`src/rtl/matrix_pkg.sv`:
```
// Shared definitions for the matrix datapath: operation encoding and index sizing.
// Imported by the element ALU and the streaming add/subtract unit.
package matrix_pkg;

  localparam logic OP_ADD = 1'b0;
  localparam logic OP_SUB = 1'b1;

  // Index width for a dimension of n entries; a 1-entry dimension still gets a 1-bit port.
  function automatic int idx_width(input int n);
    return (n <= 1) ? 1 : $clog2(n);
  endfunction

endpackage

```
`src/rtl/matrix_elem_alu.sv`:
```
// Combinational element add/subtract with optional saturation to the DW-bit range.
// Shared with the matrix multiplier accumulator, so it carries no state.
module matrix_elem_alu
  import matrix_pkg::*;
#(
  parameter int DW  = 3,
  parameter int SAT = 0
) (
  input  logic [DW-1:0] a,
  input  logic [DW-1:0] b,
  input  logic          op,
  output logic [DW:0]   c,
  output logic          ovf
);

  logic [DW:0] sum;
  logic [DW:0] diff;
  logic        borrow;

  assign sum    = {1'b0, a} + {1'b0, b};
  assign diff   = {1'b0, a} - {1'b0, b};
  assign borrow = (a < b);

  always_comb begin
    c   = sum;
    ovf = sum[DW];
    if (op == OP_SUB) begin
      c   = diff;
      ovf = borrow;
    end
    // Clamp keeps ovf as the record that the true result left the DW-bit range.
    if ((SAT != 0) && ovf) begin
      c = (op == OP_SUB) ? '0 : {1'b0, {DW{1'b1}}};
    end
  end

endmodule

```
`src/rtl/matrix_addsub_stream.sv`:
```
// Streaming ROWS x COLS matrix add/subtract: one element pair in, one result out per beat.
// Single output register; the input stalls whenever that register is full and not draining.
module matrix_addsub_stream
  import matrix_pkg::*;
#(
  parameter int DW   = 3,
  parameter int ROWS = 2,
  parameter int COLS = 2,
  parameter int SAT  = 0,
  localparam int RW  = idx_width(ROWS),
  localparam int CW  = idx_width(COLS)
) (
  input  logic          clk,
  input  logic          rst_n,
  input  logic          in_valid,
  output logic          in_ready,
  input  logic [DW-1:0] in_a,
  input  logic [DW-1:0] in_b,
  input  logic          in_op,
  output logic          out_valid,
  input  logic          out_ready,
  output logic [DW:0]   out_c,
  output logic          out_ovf,
  output logic [RW-1:0] out_row,
  output logic [CW-1:0] out_col,
  output logic          out_last,
  output logic          out_ovf_any
);

  localparam logic [RW-1:0] ROW_MAX = RW'(ROWS - 1);
  localparam logic [CW-1:0] COL_MAX = CW'(COLS - 1);

  logic [RW-1:0] row_reg;
  logic [RW-1:0] row_next;
  logic [CW-1:0] col_reg;
  logic [CW-1:0] col_next;
  logic          op_reg;
  logic          sticky_reg;

  logic          in_fire;
  logic          first_elem;
  logic          last_elem;
  logic          op_eff;
  logic [DW:0]   alu_c;
  logic          alu_ovf;

  assign in_ready   = !out_valid || out_ready;
  assign in_fire    = in_valid && in_ready;
  assign first_elem = (row_reg == '0) && (col_reg == '0);
  assign last_elem  = (row_reg == ROW_MAX) && (col_reg == COL_MAX);
  // The first element of a matrix cannot wait for the latch, so it uses in_op directly.
  assign op_eff     = first_elem ? in_op : op_reg;

  matrix_elem_alu #(
    .DW  (DW),
    .SAT (SAT)
  ) u_alu (
    .a   (in_a),
    .b   (in_b),
    .op  (op_eff),
    .c   (alu_c),
    .ovf (alu_ovf)
  );

  always_comb begin
    row_next = row_reg;
    col_next = col_reg + CW'(1);
    if (col_reg == COL_MAX) begin
      col_next = '0;
      row_next = (row_reg == ROW_MAX) ? '0 : row_reg + RW'(1);
    end
  end

  always_ff @(posedge clk or negedge rst_n) begin
    if (!rst_n) begin
      row_reg     <= '0;
      col_reg     <= '0;
      op_reg      <= OP_ADD;
      sticky_reg  <= 1'b0;
      out_valid   <= 1'b0;
      out_c       <= '0;
      out_ovf     <= 1'b0;
      out_row     <= '0;
      out_col     <= '0;
      out_last    <= 1'b0;
      out_ovf_any <= 1'b0;
    end else begin
      if (in_fire) begin
        row_reg     <= row_next;
        col_reg     <= col_next;
        if (first_elem) begin
          op_reg <= in_op;
        end
        // Sticky restarts with each matrix; the summary rides on the last element only.
        sticky_reg  <= last_elem ? 1'b0 : (sticky_reg | alu_ovf);
        out_valid   <= 1'b1;
        out_c       <= alu_c;
        out_ovf     <= alu_ovf;
        out_row     <= row_reg;
        out_col     <= col_reg;
        out_last    <= last_elem;
        out_ovf_any <= last_elem ? (sticky_reg | alu_ovf) : 1'b0;
      end else if (out_ready) begin
        out_valid <= 1'b0;
      end
    end
  end

endmodule

```
`config.mk`:
```
export PLATFORM = sky130hd
export DESIGN_NAME = matrix_addsub_stream
export DESIGN_NICKNAME = d
export VERILOG_FILES = /design/src/rtl/matrix_pkg.sv /design/src/rtl/matrix_elem_alu.sv /design/src/rtl/matrix_addsub_stream.sv
export SDC_FILE = /design/constraint.sdc
export NUM_CORES = 1
export LEC_CHECK = 0
export ABC_AREA = 1
export CORE_MARGIN = 2
export CORE_UTILIZATION = 40
export CTS_BUF_LIST = sky130_fd_sc_hd__clkbuf_16
export DETAILED_ROUTE_END_ITERATION = 8
export HOLD_SLACK_MARGIN = 0.08
export PLACE_DENSITY = 0.68
export SKIP_LAST_GASP = 1
export SYNTH_ARGS = -nofsm -noshare
export SYNTH_HDL_FRONTEND = slang
export SYNTH_SLANG_ARGS = --single-unit
```
`constraint.sdc`:
```
create_clock -name clk -period 1.32 [get_ports clk]
set_input_delay 0.396 -clock clk [delete_from_list [all_inputs] [get_ports clk]]
set_output_delay 0.396 -clock clk [all_outputs]
set_load 0.02 [all_outputs]
```
==> results.cfg, run 1 <==
[detailed_routing]
drt-total-wl_um = 1770
num_vias = 715
drtIter0Drc = 4
via_per_inst = 4.47
wl_per_cell_um = 11.1
drt_first_pass_iters = 2
drc = 0
drtAntennaViolNets = 0

[grt]
track_usage_pct = 15.5
antenna_found_initial = 0
grt_start_max_net_pins = 15
use_met2_pct = 25.7
grt_pass1_vias = 692
gr-total-overflow = 0
use_met3_pct = 2.76
met1_usage_pct = 19.5
busiest_layer = met2
grt_first_pass_wirelength_um = 2860

[power_and_ir_drop]
p_per_area_mw_per_mm2 = 1740
ir_drop_uv = 1280
total_power_uw = 2310
p_leak_uw = 0.000687

[die]
die_y_um = 49.3
rows = 16
num_io_pins = 22
die_w_um = 49.3
core_mm2 = 0.00194
start_util_pct = 42.3
fp.dieArea_mm2 = 0.00243

[finish]
largest_reg_flops = 4
syn_to_final_growth_pct = 62.1
regMostFlops = out_c
nNetsFinal = 154
layout_common_cells = 27 x nand2_1, 14 x dfrtp_1, 12 x buf_4, 8 x inv_1, 6 x clkbuf_2
drive_above_1_share_pct = 39.8
n_antenna_cell = 0
layout_commonest_cell = nand2_1
instances_no_fill = 160

[clock_tree]
cts_tree = done
insertion_delay_ps = 240
cts_sinks = 14
cts_buffer_depth = 2
cts.hold.buffers_added = 0
htree_levels = 1
cts.clk_slew.worst_paths_ps = 50
cts_buffers = 3
root_buffer = clkbuf_16

[timing]
worstMarginPinSlew_ps = 221
fin_crit_sh_pct = 124
rsz0062_at_grt = yes
maxSlewHeadroom_pct = 85.3
finalSetupViolations = 5
hold_violations = 0
period_needed_ps = 1640
fmax_mhz = 611
fin_ws_ps = -316
drv_slew = 0
clock_skew_ps = 1.20

[synth]
ys_warn_count = 0
synth.cell_area_um2 = 822
syn_inst = 94
syn_nets = 114
synth-seq-cells = 14
synth_seq_area_share_pct = 42.6
syn_area_per_cell_um2 = 8.75
ys_types = 19

[setup_path]
crit_arrival_ps = 1760
critPathKind = input port to flop
cp-start-kind = input port
worst_setup_path_end_kind = flop
crit_required_ps = 1450
crit_fanout = 2
reg2reg_depth = 6

[flow_run]
cap_viol_max_count = 0

[run_status]
failed_checks = setup timing
status = complete, but fails checks

[placement]
hpwl_um = 1300
portBuffers = 21
placedCellCount = 156
place_congestion = 0.747

[worst_hold_path]
min_path_type = input port to async pin
Yosys cell counts:
| cell type | n | share of area, % |
|---|---|---|
| o21ai_0 | 4 | 2.4 |
| xnor2_1 | 2 | 2.1 |
| nor2_1 | 3 | 1.4 |
| o21ai_1 | 2 | 1.2 |
| nand3_2 | 1 | 1.2 |
| dfrtp_1 | 14 | 43 |
| inv_1 | 12 | 5.5 |
| nand3_1 | 4 | 2.4 |
| inv_2 | 2 | 0.91 |
| nor2_2 | 2 | 1.5 |
| nand2_1 | 29 | 13 |
| nand2_4 | 1 | 1.4 |
| fa_1 | 3 | 7.3 |
| nand2_2 | 3 | 2.3 |
| ha_1 | 6 | 9.1 |
| buf_6 | 1 | 1.4 |
| o21ai_2 | 1 | 1.1 |
| xor2_1 | 1 | 1.1 |
| a21oi_1 | 3 | 1.8 |
logic make-up (layout without fill, tap and decap cells):
logic type,count (synthesis),count (layout),synth area share [%]
AO/OA/AOI/OAI,10,10,6.54
XOR/XNOR,3,3,3.20
adder cells (fa/ha/maj),9,9,16.4
buffers and inverters,15,54,7.76
flip-flops,14,14,42.6
AND/OR/NAND/NOR,43,43,23.4
timing repair:
item / 4_1_cts / 5_1_grt
gates cloned: 0 / 0
setup buffers: 0 / 1
gates resized for setup: 43 / 22
endpoints found under the setup margin: 23 / 11
pin swaps: 8 / 13
routing by layer:
| metal | up-vias | share of wire [%] |
|---|---|---|
| met4 | 0 | 1.8 |
| met2 | 12 | 51 |
| met1 | 333 | 44 |
| met5 | - | 0 |
| li1 | 365 | - |
| met3 | 5 | 3.2 |
worst paths after layout:
check | start | to | slack, ps
min reg2reg | out_ovf | out_ovf | 470
max in group asynchronous | rst_n | out_c[2] | 700
min | rst_n | out_col | 460
min in group clk | in_b[0] | out_c[0] | 470
max | in_a[0] | out_c[2] | -320
max reg2reg | col_reg | out_ovf_any | 90
power breakdown:
group / switching (µW) / total, µW / leakage [µW] / internal [µW]
Clock: 168 / 568 / 0.0000385 / 400
Sequential: 134 / 744 / 0.000171 / 610
Combinational: 578 / 1000 / 0.000477 / 422
through the flow:
| step | util, % | setup WS (ps) | area (µm²) | hold WS, ps | TNS, ps |
|---|---|---|---|---|---|
| after global placement | 63.1 | -988 | 1220 | 461 | -7940 |
| after floorplan | - | -322 | 867 | 100 | -1220 |
| final | 68.6 | -316 | 1330 | 458 | -1070 |
| after global routing | 68.6 | -368 | 1330 | 482 | -1360 |
| after CTS | 67.4 | -400 | 1310 | 461 | -1640 |
| after detailed placement | 63.1 | -1000 | 1220 | 465 | -8170 |
cell type report:
type / instances / area (µm²)
tap: 27 / 33.8
inverter: 14 / 65.1
timing repair buffer: 36 / 330
fill: 165 / 609
sequential: 14 / 350
multi-input combinational: 65 / 474
clock inverter: 1 / 3.75
clock buffer: 3 / 75.1
worst max-delay path, stage by stage:
cell,delay (ps)
buf_12,90
inv_12,30
ha_4,150
fa_2,390
fa_2,530
nand2_1,50
o21ai_1,60
o21ai_1,60
No activity file was read; power rests on OpenSTA's default activity.
==> run 2: changes to the inputs <==
Settings changed: CORE_MARGIN 2 to default.
==> results.cfg, run 2 (synthesis gave the netlist of run 1 again) <==
[placement]
place_congestion = 0.746
portBuffers = 21
hpwl_um = 1290
placedCellCount = 156
dp_slack_ps = -1000

[power_and_ir_drop]
ir_drop_uv = 1330
p_per_area_mw_per_mm2 = 1750
total_power_uw = 2250
p_leak_uw = 0.000676

[setup_path]
crit_fanout = 2
worst-path-buf-inv = 2
cp_slowest_stage_delay_ps = 520
slowest_stage = fa_2
cp_top_family = adder cells
crit_chain = buf_12 > inv_12 > ha_4 > fa_2 > fa_2 > nand2_1 > o21ai_1 > o21ai_1
critPathKind = input port to flop
crit_required_ps = 1450
crit_arrival_ps = 1700
worst_setup_path_end_kind = flop
cp-start-kind = input port

[worst_hold_path]
min_path_type = input port to async pin

[timing]
maxSlewHeadroom_pct = 85.7
clock_skew_ps = 1.45
worstMarginPinSlew_ps = 215
fmax_mhz = 635
fin_ws_ps = -254
hold_violations = 0
rsz0062_at_grt = yes
period_needed_ps = 1570
finalSetupViolations = 5
fin_crit_sh_pct = 119
drv_slew = 0

[die]
die_w_um = 47.3
core_mm2 = 0.00194
die_y_um = 47.3
start_util_pct = 42.3
num_io_pins = 22
fp.dieArea_mm2 = 0.00224
rows = 16

[finish]
largest_reg_flops = 4
layout_common_cells = 26 x nand2_1, 14 x dfrtp_1, 13 x buf_4, 11 x clkbuf_2, 7 x inv_1
n_antenna_cell = 0
drive_above_1_share_pct = 42.9
fillers = 171
nNetsFinal = 154
multi_input_area_um2 = 467
regMostFlops = out_c
instances_no_fill = 160
syn_to_final_growth_pct = 56.8
layout_commonest_cell = nand2_1
final_core_util_pct = 66.4
register_area_um2 = 350

[grt]
grt_pass1_vias = 635
gr-total-overflow = 0
track_usage_pct = 17.0
grt_first_pass_wirelength_um = 2610
grt_start_max_net_pins = 15
antenna_found_initial = 0

[detailed_routing]
wl_per_cell_um = 10.0
via_per_inst = 4.35
drc = 0
drtIter0Drc = 13
drtAntennaViolNets = 0
num_vias = 696
drt_first_pass_iters = 4
drt-total-wl_um = 1600

[clock_tree]
cts_sinks = 14
root_buffer = clkbuf_16
cts_buffers = 3
htree_levels = 1
cts_tree = done
cts.clk_slew.worst_paths_ps = 50
insertion_delay_ps = 240
cts_buffer_depth = 2

[run_status]
status = complete, but fails checks
failed_checks = setup timing

[flow_run]
cap_viol_max_count = 0
-- run 2: cell count changes in the layout (fill, tap and decap cells not counted), sizes merged --
cell,before,now
clkbuf,9,14
clkdlybuf4s15,6,1
-- run 2: what timing repair did --
item                       in CTS  in global routing
resized for setup              42                 28
setup buffers                   0                  1
setup endpoints to repair      23                 15
pin swaps                       8                 12
hold buffers                    0                  0
-- run 2: path summary, 6_finish.rpt --
path                          from    endpoint  slack, ps  depth (start not counted)
min reg2reg                out_row     out_row        480                          2
max in group asynchronous    rst_n     out_row        700                          2
min                          rst_n     out_ovf        460                          2
max                        in_a[0]    out_c[2]       -250                          8
max reg2reg                col_reg  sticky_reg        120                          6
min in group clk           in_b[0]    out_c[0]        470                          3
-- run 2: layer usage --
metal | GRT usage [%] | up-vias | wire, µm
li1 | - | 366 | -
met1 | 20.7 | 316 | 734
met2 | 28.2 | 12 | 793
met4 | 3.43 | 0 | 8
met5 | 0 | - | 0
met3 | 6.92 | 2 | 66
-- run 2: through the flow --
step	area, µm²	TNS, ps	hold slack [ps]
finish	1290	-834	460
global route	1290	-1060	473
CTS	1290	-1750	463
detailed placement	1210	-8020	466
global placement	1210	-7820	462
floorplan	867	-1220	100
-- run 2: power breakdown --
part / internal (µW) / total, µW / switching (µW)
sequential: 610 / 740 / 130
clock: 400 / 567 / 167
combinational: 390 / 942 / 552
-- run 2: layout make-up --
class,instances,share of cell area (%)
Tap cell,27,2.62
Inverter,14,5.24
Clock inverter,1,0.291
Clock buffer,3,5.83
Sequential cell,14,27.2
Timing Repair Buffer,36,22.6
Multi-Input combinational cell,65,36.2
